File: src/rtl/serial_pair_adder.sv
// Digit-serial adder: a two-bit slice is added per cycle, LSB pair first, with a registered carry.
// Operands arrive and the result leaves through valid/ready handshakes.
module serial_pair_adder #(
  parameter int unsigned WIDTH = 8
) (
  input  logic             clk,
  input  logic             reset,
  input  logic             in_valid,
  output logic             in_ready,
  input  logic [WIDTH-1:0] a,
  input  logic [WIDTH-1:0] b,
  input  logic             cin,
  output logic             out_valid,
  input  logic             out_ready,
  output logic [WIDTH-1:0] s,
  output logic             cout,
  output logic             busy
);

  localparam int unsigned SLICES = WIDTH / 2;
  localparam int unsigned IW     = (SLICES > 1) ? $clog2(SLICES) : 1;
  localparam logic [IW-1:0] LAST_IDX = IW'(SLICES - 1);

  localparam logic [1:0] IDLE = 2'd0;
  localparam logic [1:0] ADD  = 2'd1;
  localparam logic [1:0] DONE = 2'd2;

  logic [1:0]       state_q, state_d;
  logic [WIDTH-1:0] a_q, a_d, b_q, b_d;
  logic [WIDTH-1:0] s_q, s_d;
  logic [IW-1:0]    idx_q, idx_d;
  logic             carry_q, carry_d;
  logic             cout_q, cout_d;
  logic [2:0]       slice_sum;
  logic [IW:0]      shamt;

  assign in_ready  = (state_q == IDLE) && !reset;
  assign out_valid = (state_q == DONE);
  assign busy      = (state_q != IDLE);
  assign s         = s_q;
  assign cout      = cout_q;

  // Operand registers shift right two bits per slice, so the active pair is always at [1:0].
  assign slice_sum = 3'(a_q[1:0]) + 3'(b_q[1:0]) + 3'(carry_q);
  assign shamt     = {idx_q, 1'b0};

  always_ff @(posedge clk) begin
    if (reset) begin
      state_q <= IDLE;
      a_q     <= '0;
      b_q     <= '0;
      s_q     <= '0;
      idx_q   <= '0;
      carry_q <= 1'b0;
      cout_q  <= 1'b0;
    end else begin
      state_q <= state_d;
      a_q     <= a_d;
      b_q     <= b_d;
      s_q     <= s_d;
      idx_q   <= idx_d;
      carry_q <= carry_d;
      cout_q  <= cout_d;
    end
  end

  always_comb begin
    state_d = state_q;
    a_d     = a_q;
    b_d     = b_q;
    s_d     = s_q;
    idx_d   = idx_q;
    carry_d = carry_q;
    cout_d  = cout_q;
    case (state_q)
      IDLE: begin
        if (in_valid && in_ready) begin
          a_d     = a;
          b_d     = b;
          carry_d = cin;
          idx_d   = '0;
          s_d     = '0;
          cout_d  = 1'b0;
          state_d = ADD;
        end
      end
      ADD: begin
        // s was cleared on accept and each slice is written once, so OR-in is a plain write.
        s_d     = s_q | (WIDTH'(slice_sum[1:0]) << shamt);
        carry_d = slice_sum[2];
        idx_d   = idx_q + IW'(1);
        a_d     = a_q >> 2;
        b_d     = b_q >> 2;
        if (idx_q == LAST_IDX) begin
          cout_d  = slice_sum[2];
          state_d = DONE;
        end
      end
      DONE: begin
        if (out_ready) state_d = IDLE;
      end
      default: state_d = IDLE;
    endcase
  end

endmodule
File: config.mk
export PLATFORM = sky130hd
export DESIGN_NAME = serial_pair_adder
export DESIGN_NICKNAME = d
export VERILOG_FILES = /design/src/rtl/serial_pair_adder.sv
export SDC_FILE = /design/constraint.sdc
export NUM_CORES = 1
export LEC_CHECK = 0
export CAP_MARGIN = 15
export CORE_ASPECT_RATIO = 1.2
export CORE_MARGIN = 3
export CORE_UTILIZATION = 40
export DETAILED_ROUTE_END_ITERATION = 12
export PLACE_DENSITY = 0.67
export SLEW_MARGIN = 0
export SYNTH_ARGS = -nofsm -noshare
export SYNTH_HDL_FRONTEND = slang
export SYNTH_SLANG_ARGS = --single-unit
export TNS_END_PERCENT = 30
File: constraint.sdc
create_clock -name clk -period 2 [get_ports clk]
set_input_delay 0.4 -clock clk [delete_from_list [all_inputs] [get_ports clk]]
set_output_delay 0.4 -clock clk [all_outputs]
set_load 0.02 [all_outputs]
==> impl.org, run 1 <==
** Clock tree
- Number of H-tree levels :: 2
- Quantity of hold-fixing buffers added after cts :: 0
- Number of buffers created by CTS :: 5
- TritonCTS built the clock tree.
- Clock tree synthesis found a total of 30 sinks.
- At the later pin of the worst-skew pair, clock insertion delay measures 0.32 ns.
- In this run the clock root is driven by a sky130_fd_sc_hd__clkbuf_4.
- Clock transition at the register clock pins on the worst setup and hold paths after CTS :: approximately 0.090 ns
- Buffers from clock root to sink, at most :: 2

** Synth
- Fraction of synthesized cell area taken by the top area cell type :: ~46%
- Sequential elements use 46.15% of the synthesized area.
- Number of distinct library cell variants in the gate-level netlist after synthesis :: 28
- In this run, synthesis produced a sequential element count of 30.
- In this run, synthesis inferred 0 flip-flops with an integrated enable.
- Dominant combinational cell family by area after synthesis :: simple AND/OR/NAND/NOR gates
- Area share of fa/ha/maj cells after synthesis :: 4.038%
- Sorting the synthesized cells by how often they occur yields sky130_fd_sc_hd__nor2_1, sky130_fd_sc_hd__dfxtp_1, sky130_fd_sc_hd__nor3_1.
- Share of cell area taken by muxes after synthesis :: 0%
- The number of nets handed over by synthesis was 176.
- Cell with the most instances after synthesis :: sky130_fd_sc_hd__nor2_1
- Syn Area/Cell :: roughly 8.6 um2
- Instance count of the mapped netlist :: around 150
- After Yosys synthesis, XOR and XNOR cells account for less than 1% of the synthesized area.
- Counting flops with an async set or reset pin after synthesis yields a share of 0%.
- The synthesized netlist occupies a cell area of around 0.0013 mm2.
- Leading post-synthesis cells by cell area :: sky130_fd_sc_hd__dfxtp_1, sky130_fd_sc_hd__nor2_1, sky130_fd_sc_hd__nor4_1
- Simple-gate portion of the synthesized area :: 33.94%
- The Yosys step of the flow raised 0 warnings.
- Of all cell types, the one taking the most synthesized area is sky130_fd_sc_hd__dfxtp_1.
- Main flop type after synthesis :: sky130_fd_sc_hd__dfxtp_1
- Share of the synthesized area in compound gates (AO/OA/AOI/OAI) :: 8.558%

** Power
- In this run the power spent charging and discharging nets is 0.0003882 W.
- Net switching is a little under 30% of the power.
- Sequential share of power :: 50.7%
- IR analysis of the VDD net gives a maximum drop of 0.5601 mV.
- Cell internal power was estimated by the tool at ~0.00095 W.
- Combinational cells account for a little over a fifth of the total power.
- Clock share of power :: 27.9%
- In this run the static leakage power is around 0.68 nW.
- Power per standard cell area :: 786.7 mW/mm2

** Detailed routing
- The routed design uses 1.428 mm of met2 wire.
- Detailed-routed wire length on met3 :: 159 um
- Routed signal wires occupy layers up through met4.
- In this run the remaining antenna-violating nets after routing total 0.
- After detailed routing, the number of remaining DRC violations is 0.
- Summing over every cut layer, the via total after detailed routing is 1169.
- The first detailed-routing pass ran for 4 iterations.
- For this block, the initial DRC count from the detailed router was 29.
- Wire length per cell after detailed routing :: between 10 and 15 um
- Routed length on met1 :: between 1 and 1.5 mm
- Post-detailed-route via-to-cell ratio :: between 5 and 6
- Summed over all layers, the routed wires come to about 2.8 mm.

** Timing
- Setup repair after global routing missed its margin :: false
- Maximum clock skew at final layout :: 0.005687 ns
- Headroom to the max-slew limit :: 62.18%
- Pins Over Slew Limit :: 0
- Setup violation total in the final timing report :: 0
- After layout, the worst setup slack is roughly 0.094 ns.
- Portion of the clock cycle consumed by the worst path in the final layout :: 95.31%
- At the pin with the least slew margin, the transition time is between 0.5 and 0.6 ns.
- Based on the critical path, the design can be clocked at up to 524.6 MHz.
- The worst path needs 1.906 ns of the cycle, external delays included.
- Summed negative setup slack over all endpoints :: 0 ns
- Total count of hold-check failures in the final report :: 0

** Min path
- Min-delay src :: a_q[7]$_SDFFE_PP0P_
- The worst hold path terminates at a_q[7]$_SDFFE_PP0P_.
- The worst hold path was traced through 2 stages.
- Worst min-delay path class :: flip-flop to flip-flop

** Critical path
- Endpoint of the worst-slack reg-to-reg timing path :: s[3]$_SDFFE_PP0P_
- In this run the worst path has a maximum fanout of 8.
- STA puts the critical path data required time at between 1.5 and 2 ns.
- The worst setup path is launched from a flip-flop.
- Among all stages on the critical path, the largest delay is contributed by sky130_fd_sc_hd__clkdlybuf4s50_1.
- The kind of cell with the highest combined delay along the critical path is buffers and inverters.
- Crit Path Category :: flip-flop to output port
- Data arrival time of the worst path :: 1.51 ns
- Cell depth of the worst flop-to-flop path :: 5
- On the worst path, the slowest cell contributes a delay of 0.59 ns.
- STA classifies the critical path endpoint as an output port.
- The signal on the critical path passes through nor2_1 -> inv_1 -> clkdlybuf4s50_1.
- The startpoint identified for the worst register-to-register timing path is a_q[0]$_SDFFE_PP0P_.
- Slack of the worst reg-to-reg path :: 0.18 ns
- Buffer and inverter count on the worst path :: 2

** Layout
- Area of combinational cells with multiple inputs :: ~610 um2
- Count of antenna diodes in the layout :: 0
- The net count of the finished layout is 210.
- For this run, the number of standard cells in the final layout without fillers is 223.
- Cells fill 55.28% of the core in the end.
- Registers take 603.1 um2.
- The post-route netlist has 11.76% of its cells at a drive strength greater than 1.
- Area growth, synth to finish :: 30.96%
- After filler insertion, the fill cell instance count of the layout stands at 314.

** Global route
- Number of global-route vias before repair :: around 1100
- The initial antenna violation count is 0.
- Final global-route overflow total :: 0
- Entering global routing, the biggest net connects 21 pins.
- First-pass GRT wire length :: between 4 and 5 mm
- Global routing usage summed across all routing layers :: 16.32%

** Floorplanning
- Number of top-level design ports :: 33
- Core region area :: 0.003083 mm2
- Die ar. :: 0.003976 mm2
- The floorplan step set the die width to 58.07 um.
- The initial utilization of the core area, before any placement, comes to between 40% and 50%.
- The floorplan step set the die height to 68.48 um.
- Row generation in the floorplan step produced 22 rows.

** Placement
- Number of placed cells counting well taps :: 215
- OpenSTA, run right after detailed placement, puts the worst setup slack at 0.03822 ns.
- Number of buffer cells added on primary ports :: 32
- Global placer's final weighted congestion :: between 0.7 and 0.8
- Summed over all nets, the half-perimeter wirelength after detailed placement is 2.072 mm.

** Job
- Max-capacitance violation count :: 0

** Outcome
- Run status :: finished clean
[metrics by stage]
step	instance area, um2	power, W	hold slack, ns
final	1704	0.001341	0.4618
after floorplan	1301	0.0008778	0.4367
after global placement	1640	0.0009727	0.4449
after global routing	1704	0.001426	0.4914
after detailed placement	1640	0.0009840	0.4515
after CTS	1702	0.001350	0.4642
[area by class of cell]
type                            count  area share [%]
Clock inverter                      1          0.2937
Clock buffer                        7           3.231
Tap cell                           36           2.643
Inverter                            2          0.4405
Timing Repair Buffer               39           21.95
Sequential cell                    30           35.39
Multi-Input combinational cell    108           36.05
[how the worst max path moves through the flow]
stage	from	cells past startpoint	endpoint	slack, ns
floorplan	a_q[0]$_SDFFE_PP0P_	5	s[3]$_SDFFE_PP0P_	0.33
global placement	reset	3	in_ready	0.04
detailed placement	reset	3	in_ready	0.04
CTS	state_q[1]$_SDFFE_PP0P_	2	out_valid	0.02
global route	state_q[1]$_SDFFE_PP0P_	3	busy	0.002
finish	state_q[1]$_SDFFE_PP0P_	3	busy	0.09
[worst register-to-register path, stage by stage, from the launching register on]
cell	delay (ns)
sky130_fd_sc_hd__dfxtp_1	0.34
sky130_fd_sc_hd__fa_1	0.44
sky130_fd_sc_hd__fa_1	0.51
sky130_fd_sc_hd__nor2b_1	0.18
sky130_fd_sc_hd__a31oi_1	0.20
sky130_fd_sc_hd__nor2_1	0.06
[state kept, by name (all words and copies together) (netlist names)]
signal	count
a_q	8
cout	1
b_q	8
idx_q	2
carry_q	1
state_q	2
s	8
[logic make-up (layout without fill, tap and decap cells)]
family / Yosys count / after routing
buffers and inverters: 14 / 49
adders and majority gates: 3 / 3
DFF: 30 / 30
and+or+nand+nor: 86 / 86
AOI/OAI and AO/OA: 18 / 18
xor gates and xnor gates: 1 / 1
[power by group through the flow]
stage                     Sequential (W)  Clock, W  Combinational [W]
final                           0.000680  0.000374           0.000287
after CTS                       0.000681  0.000379           0.000290
after detailed placement        0.000694         0           0.000290
after floorplan                 0.000685         0           0.000193
after global routing            0.000686  0.000414           0.000326
after global placement          0.000691         0           0.000281
[cell usage in the layout (no fill, tap or decap), types with 2 or more instances in the layout]
master	n
sky130_fd_sc_hd__nand2b_1	2
sky130_fd_sc_hd__inv_1	2
sky130_fd_sc_hd__nand2_1	9
sky130_fd_sc_hd__buf_4	7
sky130_fd_sc_hd__nor2_2	4
sky130_fd_sc_hd__a31oi_1	5
sky130_fd_sc_hd__nor2_1	34
sky130_fd_sc_hd__nor2b_1	4
sky130_fd_sc_hd__a41oi_1	2
sky130_fd_sc_hd__nor4_1	13
sky130_fd_sc_hd__dfxtp_2	2
sky130_fd_sc_hd__nor3_1	14
sky130_fd_sc_hd__dfxtp_1	28
sky130_fd_sc_hd__clkbuf_4	5
sky130_fd_sc_hd__clkdlybuf4s50_1	30
sky130_fd_sc_hd__a21oi_1	8
sky130_fd_sc_hd__fa_1	2
[repair_timing]
| action | in CTS | in global routing |
|---|---|---|
| pin swaps | 0 | 0 |
| resized for setup | 3 | 1 |
| setup endpoints to repair | 3 | 1 |
| buffers inserted | 0 | 0 |
[routing by layer]
metal	GRT usage (%)	up-vias
met1	18.00	545
met2	29.66	28
met4	4.348	0
li1	-	593
met5	0	-
met3	5.660	3
Power figures use the tool's default switching activity.
==> run 2: changes to the inputs <==
--- a/config.mk
+++ b/config.mk
@@ -9,6 +9,7 @@
 export CORE_ASPECT_RATIO = 1.2
 export CORE_MARGIN = 3
 export CORE_UTILIZATION = 40
+export CTS_CLUSTER_DIAMETER = 40
 export DETAILED_ROUTE_END_ITERATION = 12
 export PLACE_DENSITY = 0.67
 export SLEW_MARGIN = 0
==> results of run 2 <==
No change in the layout: final DEF, timing and power equal those of run 1.
==> run 3: changes to the inputs <==
--- a/config.mk
+++ b/config.mk
@@ -8,10 +8,10 @@
 export CAP_MARGIN = 15
 export CORE_ASPECT_RATIO = 1.2
 export CORE_MARGIN = 3
-export CORE_UTILIZATION = 40
+export CORE_UTILIZATION = 47
 export CTS_CLUSTER_DIAMETER = 40
 export DETAILED_ROUTE_END_ITERATION = 12
-export PLACE_DENSITY = 0.67
+export PLACE_DENSITY = 0.77
 export SLEW_MARGIN = 0
 export SYNTH_ARGS = -nofsm -noshare
 export SYNTH_HDL_FRONTEND = slang
==> impl.org, run 3 (synthesized netlist as in run 1, its figures left out) <==
** Outcome
- Run status :: finished clean

** Layout
- Most frequent cells in the layout :: sky130_fd_sc_hd__nor2_1, sky130_fd_sc_hd__clkdlybuf4s50_1, sky130_fd_sc_hd__dfxtp_1
- Count of antenna diodes in the layout :: 0
- Net count reported at finish :: approximately 210
- Once layout is complete, the cells apart from fillers number approximately 220.
- Of the cells placed in the final design, the portion with a size suffix greater than 1 is about 11%.
- The finished cells cover 0.001717 mm2.
- Most common cell after layout, fill and taps aside :: sky130_fd_sc_hd__nor2_1
- Area growth, synth to finish :: 31.92%

** Detailed routing
- Wires add up to 2.788 mm.
- Count of unresolved DRC violations after routing :: 0
- First-iteration detailed-routing DRC count :: 41
- Detailed routing inserted a total of 1167 vias.
- Using the TritonRoute via totals, the vias-per-cell ratio works out to 5.353.
- Wire length per cell after detailed routing :: about 13 um
- The pre-antenna-repair detailed-routing pass consisted of 5 iterations.
- The detail route stage leaves a number of antenna-violating nets equal to 0.

** Floorplanning
- The die is 63.64 um tall.
- The floorplan step set the die width to 54.04 um.
- Initial core utilization :: 50.49%
- Core region area :: 0.002577 mm2
- Number of top-level design ports :: 33
- The die covers 0.003439 mm2.
- Number of cell rows :: 20

** Clock tree
- TritonCTS created 5 clock buffers.
- # clock sinks :: 30
- Clock transition at the register clock pins on the worst setup and hold paths after CTS :: 0.09 ns
- The root buffer cell chosen for the clock tree is sky130_fd_sc_hd__clkbuf_4.
- Skew-Pair Late Insertion Delay :: 0.32 ns
- Number of H-tree levels :: 2
- After clock tree synthesis, the setup repair step added 0 buffers.
- Buffers from clock root to sink, at most :: 2
- Clock tree from TritonCTS :: built

** Timing
- For the final routed database, the setup TNS stands at 0 ns.
- For the pin with the worst max-slew slack, the measured transition is 0.5397 ns.
- Setup violations remaining at the end of the flow were counted as 0.
- Min Clock Period, post-route :: 1.916 ns
- Setup repair after global routing left no endpoint under its margin.
- After layout, the worst path uses 95.81% of the clock period.
- Maximum clock skew at final layout :: approximately 0.0029 ns
- The number of hold violations in the final report is 0.
- The worst pin sits at a relative slew slack of 64.02%.
- Pins Over Slew Limit :: 0
- Based on the critical path, the design can be clocked at up to 521.8 MHz.

** Min path
- Worst hold stages :: 2
- The worst hold path belongs to the class flip-flop to flip-flop.
- The worst hold path terminates at a_q[7]$_SDFFE_PP0P_.
- Min-delay src :: a_q[7]$_SDFFE_PP0P_

** Power
- Post-layout power :: 0.001409 W
- Leakage power figure :: 0.6819 nW
- VDD sags by at most 0.5849 mV.
- For this design the total switching power over the nets is around 0.00039 W.
- Power spread over the standard cell area amounts to 820.9 mW/mm2.
- Clock share of power :: 31.5%
- Gate power share :: roughly a fifth
- Sequential share of power :: 48.3%
- Switching fraction of total power :: 27.43%
- Internal cell power :: 0.001023 W

** Critical path
- Counting cells, the worst reg-to-reg path comes to 5.
- Worst Setup Start Kind :: flip-flop
- Data arrival time of the worst path :: 1.52 ns
- Crit Reg-Reg Startpoint :: a_q[0]$_SDFFE_PP0P_
- Crit Path Category :: flip-flop to output port
- The worst setup path is captured at an output port.
- Required time worst endpoint :: approximately 1.6 ns
- Slack of the worst reg-to-reg path :: 0.22 ns
- In this run the worst path has a maximum fanout of 8.
- The worst register-to-register path ends at s[3]$_SDFFE_PP0P_.

** Global route
- After global routing the overflow that remains totals 0.
- The first global-routing pass estimated 4.781 mm of wire.
- Number of global-route vias before repair :: 1104
- Global routing usage summed across all routing layers :: between 10% and 20%
- Initial antenna violation count :: 0
- Pin count of the biggest net entering global routing :: 21

** Placement
- Half-perimeter wire length after detailed placement :: approximately 2 mm
- Summing all placed instances gives a cell area of 0.001634 mm2.
- Number of buffer cells added on primary ports :: 32
- The number of placed instances, taps included, is 210.
- The congestion estimate from routability-driven global placement came to around 0.76.

** Job
- Max-capacitance violation count :: 0
==> run 3: through the flow <==
stage | setup slack [ns] | hold slack [ns] | util (%)
finish | 0.08371 | 0.4649 | 66.60
global route | 0.0001237 | 0.4851 | 66.60
CTS | 0.01380 | 0.4621 | 66.50
detailed placement | 0.03035 | 0.4484 | 63.40
global placement | 0.06388 | 0.4434 | 63.40
floorplan | 0.3295 | 0.4367 | -
==> run 3: repair_timing <==
item | 4_1_cts | 5_1_grt
resized for setup | 3 | 1
hold buffers | 0 | 0
pin swaps | 0 | 0
setup endpoints to repair | 3 | 1
==> run 3: final cells by class <==
cell class	count	area, um2
well taps	33	41.29
clock buffers	8	78.83
flip-flops and latches	30	603.1
multi-input cells	108	614.3
fillers	219	860.8
repair buffers	37	371.6
inverters	2	7.507
==> run 3: how the worst max path moves through the flow <==
stage / start / end / slack (ns)
2_1_floorplan: a_q[0]$_SDFFE_PP0P_ / s[3]$_SDFFE_PP0P_ / 0.33
3_3_place_gp: reset / in_ready / 0.06
3_5_place_dp: reset / in_ready / 0.03
4_1_cts: state_q[1]$_SDFFE_PP0P_ / out_valid / 0.01
5_1_grt: state_q[1]$_SDFFE_PP0P_ / busy / 0.0001
6_report: state_q[1]$_SDFFE_PP0P_ / busy / 0.08
==> run 3: power groups by stage <==
stage                     Sequential [W]  Combinational [W]  Clock, W
after floorplan                 0.000685           0.000193         0
after global placement          0.000691           0.000282         0
after detailed placement        0.000694           0.000287         0
after CTS                       0.000681           0.000288  0.000449
after global routing            0.000688           0.000321  0.000479
final                           0.000681           0.000285  0.000443
==> run 3: routing by layer <==
metal	vias to the layer above	share of wire, %	global-route usage, %
met5	-	0	0
met4	0	0.90	8.411
met1	536	43	22.21
li1	593	-	-
met2	34	51	30.76
met3	4	5.5	4.965
==> run 3: critical path: stages, from the launching register on <==
cell                              delay [ns]
sky130_fd_sc_hd__dfxtp_2                0.43
sky130_fd_sc_hd__nor2_1                 0.08
sky130_fd_sc_hd__inv_1                  0.08
sky130_fd_sc_hd__clkdlybuf4s50_1        0.60
